## src/rtl/vga_timing_gen.sv

```systemverilog
// VGA timing generator: pixel prescaler, h/v counters, registered sync/blank and line/frame pulses.
// Define VGA_TIMING_LOOKAHEAD_EN to delay h_sync/v_sync/blank_n by one pixel for 1-cycle framebuffer reads.
module vga_timing_gen #(
  parameter int unsigned H_ACTIVE = 640,
  parameter int unsigned H_FRONT  = 16,
  parameter int unsigned H_SYNC   = 96,
  parameter int unsigned H_BACK   = 48,
  parameter int unsigned V_ACTIVE = 480,
  parameter int unsigned V_FRONT  = 10,
  parameter int unsigned V_SYNC   = 2,
  parameter int unsigned V_BACK   = 33,
  parameter bit          HS_POL   = 1'b0,
  parameter bit          VS_POL   = 1'b0,
  parameter int unsigned CLK_DIV  = 2,
  parameter int unsigned CW       = 10
) (
  input  logic          clk,
  input  logic          rst,
  input  logic          en,
  output logic          h_sync,
  output logic          v_sync,
  output logic          blank_n,
  output logic          sync_n,
  output logic [CW-1:0] posx,
  output logic [CW-1:0] posy,
  output logic          pix_tick,
  output logic          frame_start,
  output logic          line_start
);

  localparam int unsigned H_TOTAL = H_ACTIVE + H_FRONT + H_SYNC + H_BACK;
  localparam int unsigned V_TOTAL = V_ACTIVE + V_FRONT + V_SYNC + V_BACK;
  localparam int unsigned PW      = (CLK_DIV > 1) ? $clog2(CLK_DIV) : 1;

  localparam logic [PW-1:0] P_LAST  = PW'(CLK_DIV - 1);
  localparam logic [CW-1:0] H_LAST  = CW'(H_TOTAL - 1);
  localparam logic [CW-1:0] V_LAST  = CW'(V_TOTAL - 1);
  localparam logic [CW-1:0] H_ACT   = CW'(H_ACTIVE);
  localparam logic [CW-1:0] V_ACT   = CW'(V_ACTIVE);
  localparam logic [CW-1:0] HS_BEG  = CW'(H_ACTIVE + H_FRONT);
  localparam logic [CW-1:0] HS_LAST = CW'(H_ACTIVE + H_FRONT + H_SYNC - 1);
  localparam logic [CW-1:0] VS_BEG  = CW'(V_ACTIVE + V_FRONT);
  localparam logic [CW-1:0] VS_LAST = CW'(V_ACTIVE + V_FRONT + V_SYNC - 1);

  logic [PW-1:0] presc;
  logic [CW-1:0] hcnt, vcnt, h_next, v_next;
  logic          tick, h_wrap, v_wrap;
  logic          hs_cur, vs_cur, bl_cur;
  logic          hs_nxt, vs_nxt, bl_nxt;

  assign tick     = en & ~rst & (presc == P_LAST);
  assign pix_tick = tick;
  assign posx     = hcnt;
  assign posy     = vcnt;
  assign sync_n   = 1'b0;

  // Decode sync/blank from the next counter values so the registered
  // outputs land on the same edge as the counters they describe.
  always_comb begin
    h_next = hcnt;
    v_next = vcnt;
    h_wrap = (hcnt == H_LAST);
    v_wrap = (vcnt == V_LAST);
    if (tick) begin
      if (h_wrap) begin
        h_next = '0;
        v_next = v_wrap ? '0 : vcnt + 1'b1;
      end else begin
        h_next = hcnt + 1'b1;
      end
    end
    hs_nxt = (h_next >= HS_BEG && h_next <= HS_LAST) ? HS_POL : ~HS_POL;
    vs_nxt = (v_next >= VS_BEG && v_next <= VS_LAST) ? VS_POL : ~VS_POL;
    bl_nxt = (h_next < H_ACT) && (v_next < V_ACT);
  end

  always_ff @(posedge clk) begin
    if (rst) begin
      presc       <= '0;
      hcnt        <= '0;
      vcnt        <= '0;
      hs_cur      <= ~HS_POL;
      vs_cur      <= ~VS_POL;
      bl_cur      <= 1'b1;
      line_start  <= 1'b0;
      frame_start <= 1'b0;
    end else begin
      if (en) begin
        presc <= (presc == P_LAST) ? '0 : presc + 1'b1;
      end
      hcnt        <= h_next;
      vcnt        <= v_next;
      hs_cur      <= hs_nxt;
      vs_cur      <= vs_nxt;
      bl_cur      <= bl_nxt;
      line_start  <= tick & h_wrap;
      frame_start <= tick & h_wrap & v_wrap;
    end
  end

`ifdef VGA_TIMING_LOOKAHEAD_EN
  always_ff @(posedge clk) begin
    if (rst) begin
      h_sync  <= ~HS_POL;
      v_sync  <= ~VS_POL;
      blank_n <= 1'b0;
    end else if (tick) begin
      h_sync  <= hs_cur;
      v_sync  <= vs_cur;
      blank_n <= bl_cur;
    end
  end
`else
  assign h_sync  = hs_cur;
  assign v_sync  = vs_cur;
  assign blank_n = bl_cur;
`endif

endmodule

```

## config.mk

```make
export PLATFORM = sky130hd
export DESIGN_NAME = vga_timing_gen
export DESIGN_NICKNAME = d
export VERILOG_FILES = /design/src/rtl/vga_timing_gen.sv
export SDC_FILE = /design/constraint.sdc
export NUM_CORES = 1
export LEC_CHECK = 0
export ABC_AREA = 0
export BUFFER_PORTS_ARGS = -buffer_cell sky130_fd_sc_hd__clkbuf_2
export CAP_MARGIN = 15
export CORE_MARGIN = 5
export CORE_UTILIZATION = 56
export CTS_BUF_LIST = sky130_fd_sc_hd__clkbuf_2
export DETAILED_ROUTE_END_ITERATION = 8
export GPL_TIMING_DRIVEN = 0
export PLACE_DENSITY = 0.82
export SKIP_CTS_REPAIR_TIMING = 1
export SLEW_MARGIN = 20
export SYNTH_ARGS = -nofsm -noshare
export SYNTH_HDL_FRONTEND = slang
export SYNTH_SLANG_ARGS = --single-unit
export TNS_END_PERCENT = 5
```

## constraint.sdc

```tcl
create_clock -name clk -period 2.8 [get_ports clk]
set_clock_uncertainty 0.05 [all_clocks]
set_input_delay 0.14 -clock clk [delete_from_list [all_inputs] [get_ports clk]]
set_output_delay 0.14 -clock clk [all_outputs]
set_load 0.05 [all_outputs]
```

# Yosys cells after proc, flatten, opt, wreduce, memory -nomap -nowiden

Cells that the tools add are included.

Register bits: 26
Input bits: 3

$add $sub $neg: 3
Order comparisons: 6
Equality and inequality tests: 2
Muxes and demuxes: 8
Bitwise operators: 5
Reduce and logical (&&, ||, !) cells: 3

Operator list:

| cell                    | count |
|---|---|
| $mux W10                | 5 |
| $add A10 B1 Y10 const B | 2 |
| $eq A10 B10 Y1 const B  | 2 |
| $ge A10 B10 Y1 const B  | 1 |
| $ge A10 B9 Y1 const B   | 1 |
| $le A10 B10 Y1 const B  | 1 |
| $le A10 B9 Y1 const B   | 1 |
| $lt A10 B10 Y1 const B  | 1 |
| $lt A10 B9 Y1 const B   | 1 |
| $and A1 B1 Y1           | 4 |
| $logic_and A1 B1 Y1     | 3 |
| $mux W1                 | 3 |
| $add A1 B1 Y1 const B   | 1 |
| $not A1 Y1              | 1 |

# Depth between registers and ports, before layout

Depth after elaboration: 7
Mapped depth: 9
Gate-level depth less buffers: 8

# Least setup slack after synthesis

No wires, ideal clock.

Kind: reg-to-reg
Start: reg hcnt[0] (netlist: posx[0])
End: reg vs_cur (netlist: v_sync)
Library setup time: 0.135 ns
Data arrival time: 2.602 ns
Data required time: 2.615 ns
Path slack: 0.013 ns
Stages on the path, launching flop included: 8
Path buffers: 0
Period minus slack after synthesis: 2.787 ns
Cells stage by stage: dfxtp_1 > ha_1 > nand3_1 > nor4_4 > nand3_1 > or3_1 > a221oi_2 > o211ai_1

Word-level cells in the longest chain between the ends: 6
Elaborated cells on any way between the ends: 7
Those cells by class: order compare (2); eq/ne (1); mux (3); reduce/logical (1)

RTL lines:

| what                                                  | RTL line | source |
|---|---|---|
| start: declaration                                    | 46       | `logic [CW-1:0] hcnt, vcnt, h_next, v_next;` |
| start signal: assignment                              | 91       | `hcnt <= h_next;` |
| $eq A10 B10 Y1 (*)                                    | 62       | `h_wrap = (hcnt == H_LAST);` |
| $mux W10 (*)                                          | 65       | `if (h_wrap) begin` |
| $mux W10 (*)                                          | 64       | `if (tick) begin` |
| $ge A10 B9 Y1 / $le A10 B9 Y1 (equally long branches) | 73       | `vs_nxt = (v_next >= VS_BEG && v_next <= VS_LAST) ? VS_POL : ~VS_POL;` |
| $logic_and A1 B1 Y1 (*)                               | 73       |  |
| $mux W1 (*)                                           | 73       |  |
| end signal: assignment                                | 83       | `vs_cur <= ~VS_POL;` |
| end signal: assignment                                | 94       | `vs_cur <= vs_nxt;` |
| end: declaration                                      | 48       | `logic hs_cur, vs_cur, bl_cur;` |

Every way passes the cells marked *; elsewhere a longest branch is shown, timed or not.
A chain may end at the register's enable or synchronous reset.

# Worst setup path after layout

Ends and elaborated chain as after synthesis.

==> run summary <==
Logic depth of the worst register-to-register path: 8
Crit path buffers/inverters: 1
Mapped cell area: 1410 um^2
Warnings from Yosys: 0
Commonest non-fill, non-tap cell in the layout: sky130_fd_sc_hd__clkbuf_2
Crit-path max cell delay: 470 ps
Overflow after GRT: 0
Most instantiated flip-flop cell in the synthesis netlist: sky130_fd_sc_hd__dfxtp_1
Slowest library cell on the worst path: sky130_fd_sc_hd__dfxtp_1
Worst hold path stage count: 2
Headroom to the max-slew limit: 0.489
Part of the Yosys area used for sequential elements: 0.369
Setup repair after global routing missed its margin: false
Endpoint of the worst register-to-register path: v_sync
Sum Neg Setup Slack: 0 ps
Min-delay src: posx[1]
Clock tree from TritonCTS: built
Overall die width: 60.2 um
Count of placed standard cells in the final layout, fillers left out: 236
Final antenna-violating net count: 0
Number of synthesized flops with an enable pin: 0
Reg-to-reg setup timing slack: 220 ps
Clock latency on the worst-skew pair: 340 ps
Maximum buffer depth of the clock tree: 2
Count of distinct cell types in the synthesized netlist: 42
Detailed-routing iteration count for the pre-antenna-repair pass: 4
IR Drop Worst-Case VDD: 0.202 mV
F_max: 388 MHz
Vias in the first global route: 1,247
Seq cells post-synth: 26
Via count normalized by instance count: 5.86
Max H-tree Level: 1
Commonest cells after routing, fill and taps aside: sky130_fd_sc_hd__clkbuf_2, sky130_fd_sc_hd__nor2_1, sky130_fd_sc_hd__dfxtp_1
Worst hold-check path type: flip-flop to flip-flop
Crit start category: flip-flop
Filler cells: 217
Number of max-cap violations: 0
Critical-path cell list: ha_1, nand3_1, nor4_4, buf_4, nand4_1, o21bai_1, a221oi_2, o211ai_1
Total global routing track utilization: 0.193
Post-synth ARST share: 0
Layout overhead on the synthesized area: 15.8%
Top cell family by delay on the critical path: compound AO/OA/AOI/OAI gates
Crit end category: flip-flop
Critical-path maximum fanout: 9
Number of instances in the synthesized netlist: 172
Outcome: finished, final reports clean
Inst Count DP: 229
Startpoint of the worst register-to-register path: posx[0]
Average footprint of a synthesized cell: 8.19 um^2
Footprint of the multi-input gates: 830 um^2
Area used by sequential logic in the layout: 520 um^2
Rows: 18
1st-iter DRT viols: 76
Height of the die: 60.2 um
Critical path type: flip-flop to flip-flop
DRC: 0
Final Max Slew Viols: 0
Wire length of the first global-routing pass: 5.40 mm
Share of layout cells above drive strength 1: 0.223
Average detailed-routed wire length per instance: 14.0 um
Antenna cell count: 0
Endpoint arrival time on the critical path: 2770 ps
Number of antenna violations at the first check in global routing: 0
Power Density: 333 nW/um^2
Cts bufs inserted: 3
Sink of the worst hold path: posx[1]
Initial Util: 0.579
Endpoints failing setup: 0
HPWL reported at the end of detailed placement: 2.48 mm
Placeable Area: 2430 um^2
Shortest period the worst path allows: 2580 ps
Final Hold Slack: 495 ps
CP required: 3000 ps
Via count: 1,383
Final estimated routing congestion in global placement: 0.869
Die Area: 3620 um^2
Clock slew at reported path FFs: 230 ps
Number of nets at the end of the flow: 214
Total count of hold-check failures in the final report: 0
IO Port Bufs: 27
Net count after synthesis: 178
Final Cycle Share: 0.920
CTS Sinks: 26
Pin count of the biggest net entering global routing: 14
Transition at the pin with the smallest max-transition slack: 762 ps
Top-level I/O count: 30
Drt total wl: 3.29 mm
Static Leak: 0.638 nW
Root buf cell: sky130_fd_sc_hd__clkbuf_2
## through the flow
step / setup slack (ps) / util / cell area [um^2] / total power, mW
2_1_floorplan: 13.2 / - / 1410 / 0.405
3_3_place_gp: 55.7 / 0.650 / 1580 / 0.411
3_5_place_dp: 11.5 / 0.650 / 1580 / 0.411
4_1_cts: 16.8 / 0.656 / 1600 / 0.542
5_1_grt: 66.2 / 0.671 / 1630 / 0.568
6_report: 225 / 0.671 / 1630 / 0.543
## final cells by class
class,count,share of cell area
clock buffers,3,0.00920
well taps,30,0.0230
multi-input cells,132,0.508
plain buffers,7,0.0199
flip-flops and latches,26,0.319
inverters,7,0.0161
repair buffers,31,0.104
## worst max-delay path by stage
stage,startpoint,end,slack (ps),depth (start not counted)
CTS,posx[0],v_sync,20,7
detailed placement,posx[0],v_sync,10,7
global route,posx[1],v_sync,70,8
floorplan,posx[0],v_sync,10,7
finish,posx[0],v_sync,220,8
global placement,posx[0],v_sync,60,7
## worst register-to-register path: stages, from the launching register on
cell                       delay [ps]
sky130_fd_sc_hd__dfxtp_1          470
sky130_fd_sc_hd__ha_1             330
sky130_fd_sc_hd__nand3_1          230
sky130_fd_sc_hd__nor4_4           250
sky130_fd_sc_hd__buf_4            200
sky130_fd_sc_hd__nand4_1          240
sky130_fd_sc_hd__o21bai_1         260
sky130_fd_sc_hd__a221oi_2         330
sky130_fd_sc_hd__o211ai_1         140
## flip-flops by register name, indices dropped and copies added (netlist names)
register and flops:
posx 10, posy 10, blank_n 1, frame_start 1, h_sync 1, line_start 1
presc 1, v_sync 1
## routing by layer
layer / part of all wire / vias up / GRT usage
met3: 0.054 / 7 / 0.0324
met5: 0 / - / 0
li1: - / 671 / -
met4: 0.014 / 0 / 0.0633
met1: 0.41 / 654 / 0.223
met2: 0.52 / 51 / 0.355
## Yosys cell counts, types with 2 or more instances
cell / n / area [um^2]
sky130_fd_sc_hd__dfxtp_1: 26 / 521
sky130_fd_sc_hd__nor4_1: 4 / 25.0
sky130_fd_sc_hd__a31oi_1: 2 / 12.5
sky130_fd_sc_hd__xor2_1: 6 / 52.6
sky130_fd_sc_hd__or3_1: 3 / 18.8
sky130_fd_sc_hd__nand4_1: 10 / 62.6
sky130_fd_sc_hd__ha_1: 3 / 37.5
sky130_fd_sc_hd__o21ai_0: 4 / 20.0
sky130_fd_sc_hd__a21oi_1: 5 / 25.0
sky130_fd_sc_hd__clkbuf_1: 4 / 15.0
sky130_fd_sc_hd__buf_2: 2 / 10.0
sky130_fd_sc_hd__nor3_1: 8 / 40.0
sky130_fd_sc_hd__inv_1: 6 / 22.5
sky130_fd_sc_hd__nand2_1: 14 / 52.6
sky130_fd_sc_hd__xnor2_1: 11 / 96.3
sky130_fd_sc_hd__nand3_1: 11 / 55.1
sky130_fd_sc_hd__nor2_1: 27 / 101
sky130_fd_sc_hd__o21ai_1: 2 / 10.0
## cell families (layout without fill, tap and decap cells)
family,Yosys count,in the layout,share of synthesized area
AOI/OAI and AO/OA,21,21,0.107
xor gates and xnor gates,17,17,0.106
adders and majority gates,3,3,0.0266
buffers and inverters,14,48,0.0417
DFF,26,26,0.369
muxes,1,1,0.00711
other,1,1,0.00266
and+or+nand+nor,89,89,0.340
## report_power, final
| part | switching (mW) | leakage (nW) | internal (mW) |
|---|---|---|---|
| Combinational | 0.0206 | 0.416 | 0.00976 |
| Clock | 0.107 | 0.0125 | 0.0291 |
| Sequential | 0.00303 | 0.210 | 0.373 |
| Total | 0.130 | 0.638 | 0.412 |
(Power assumes the default switching activity.)
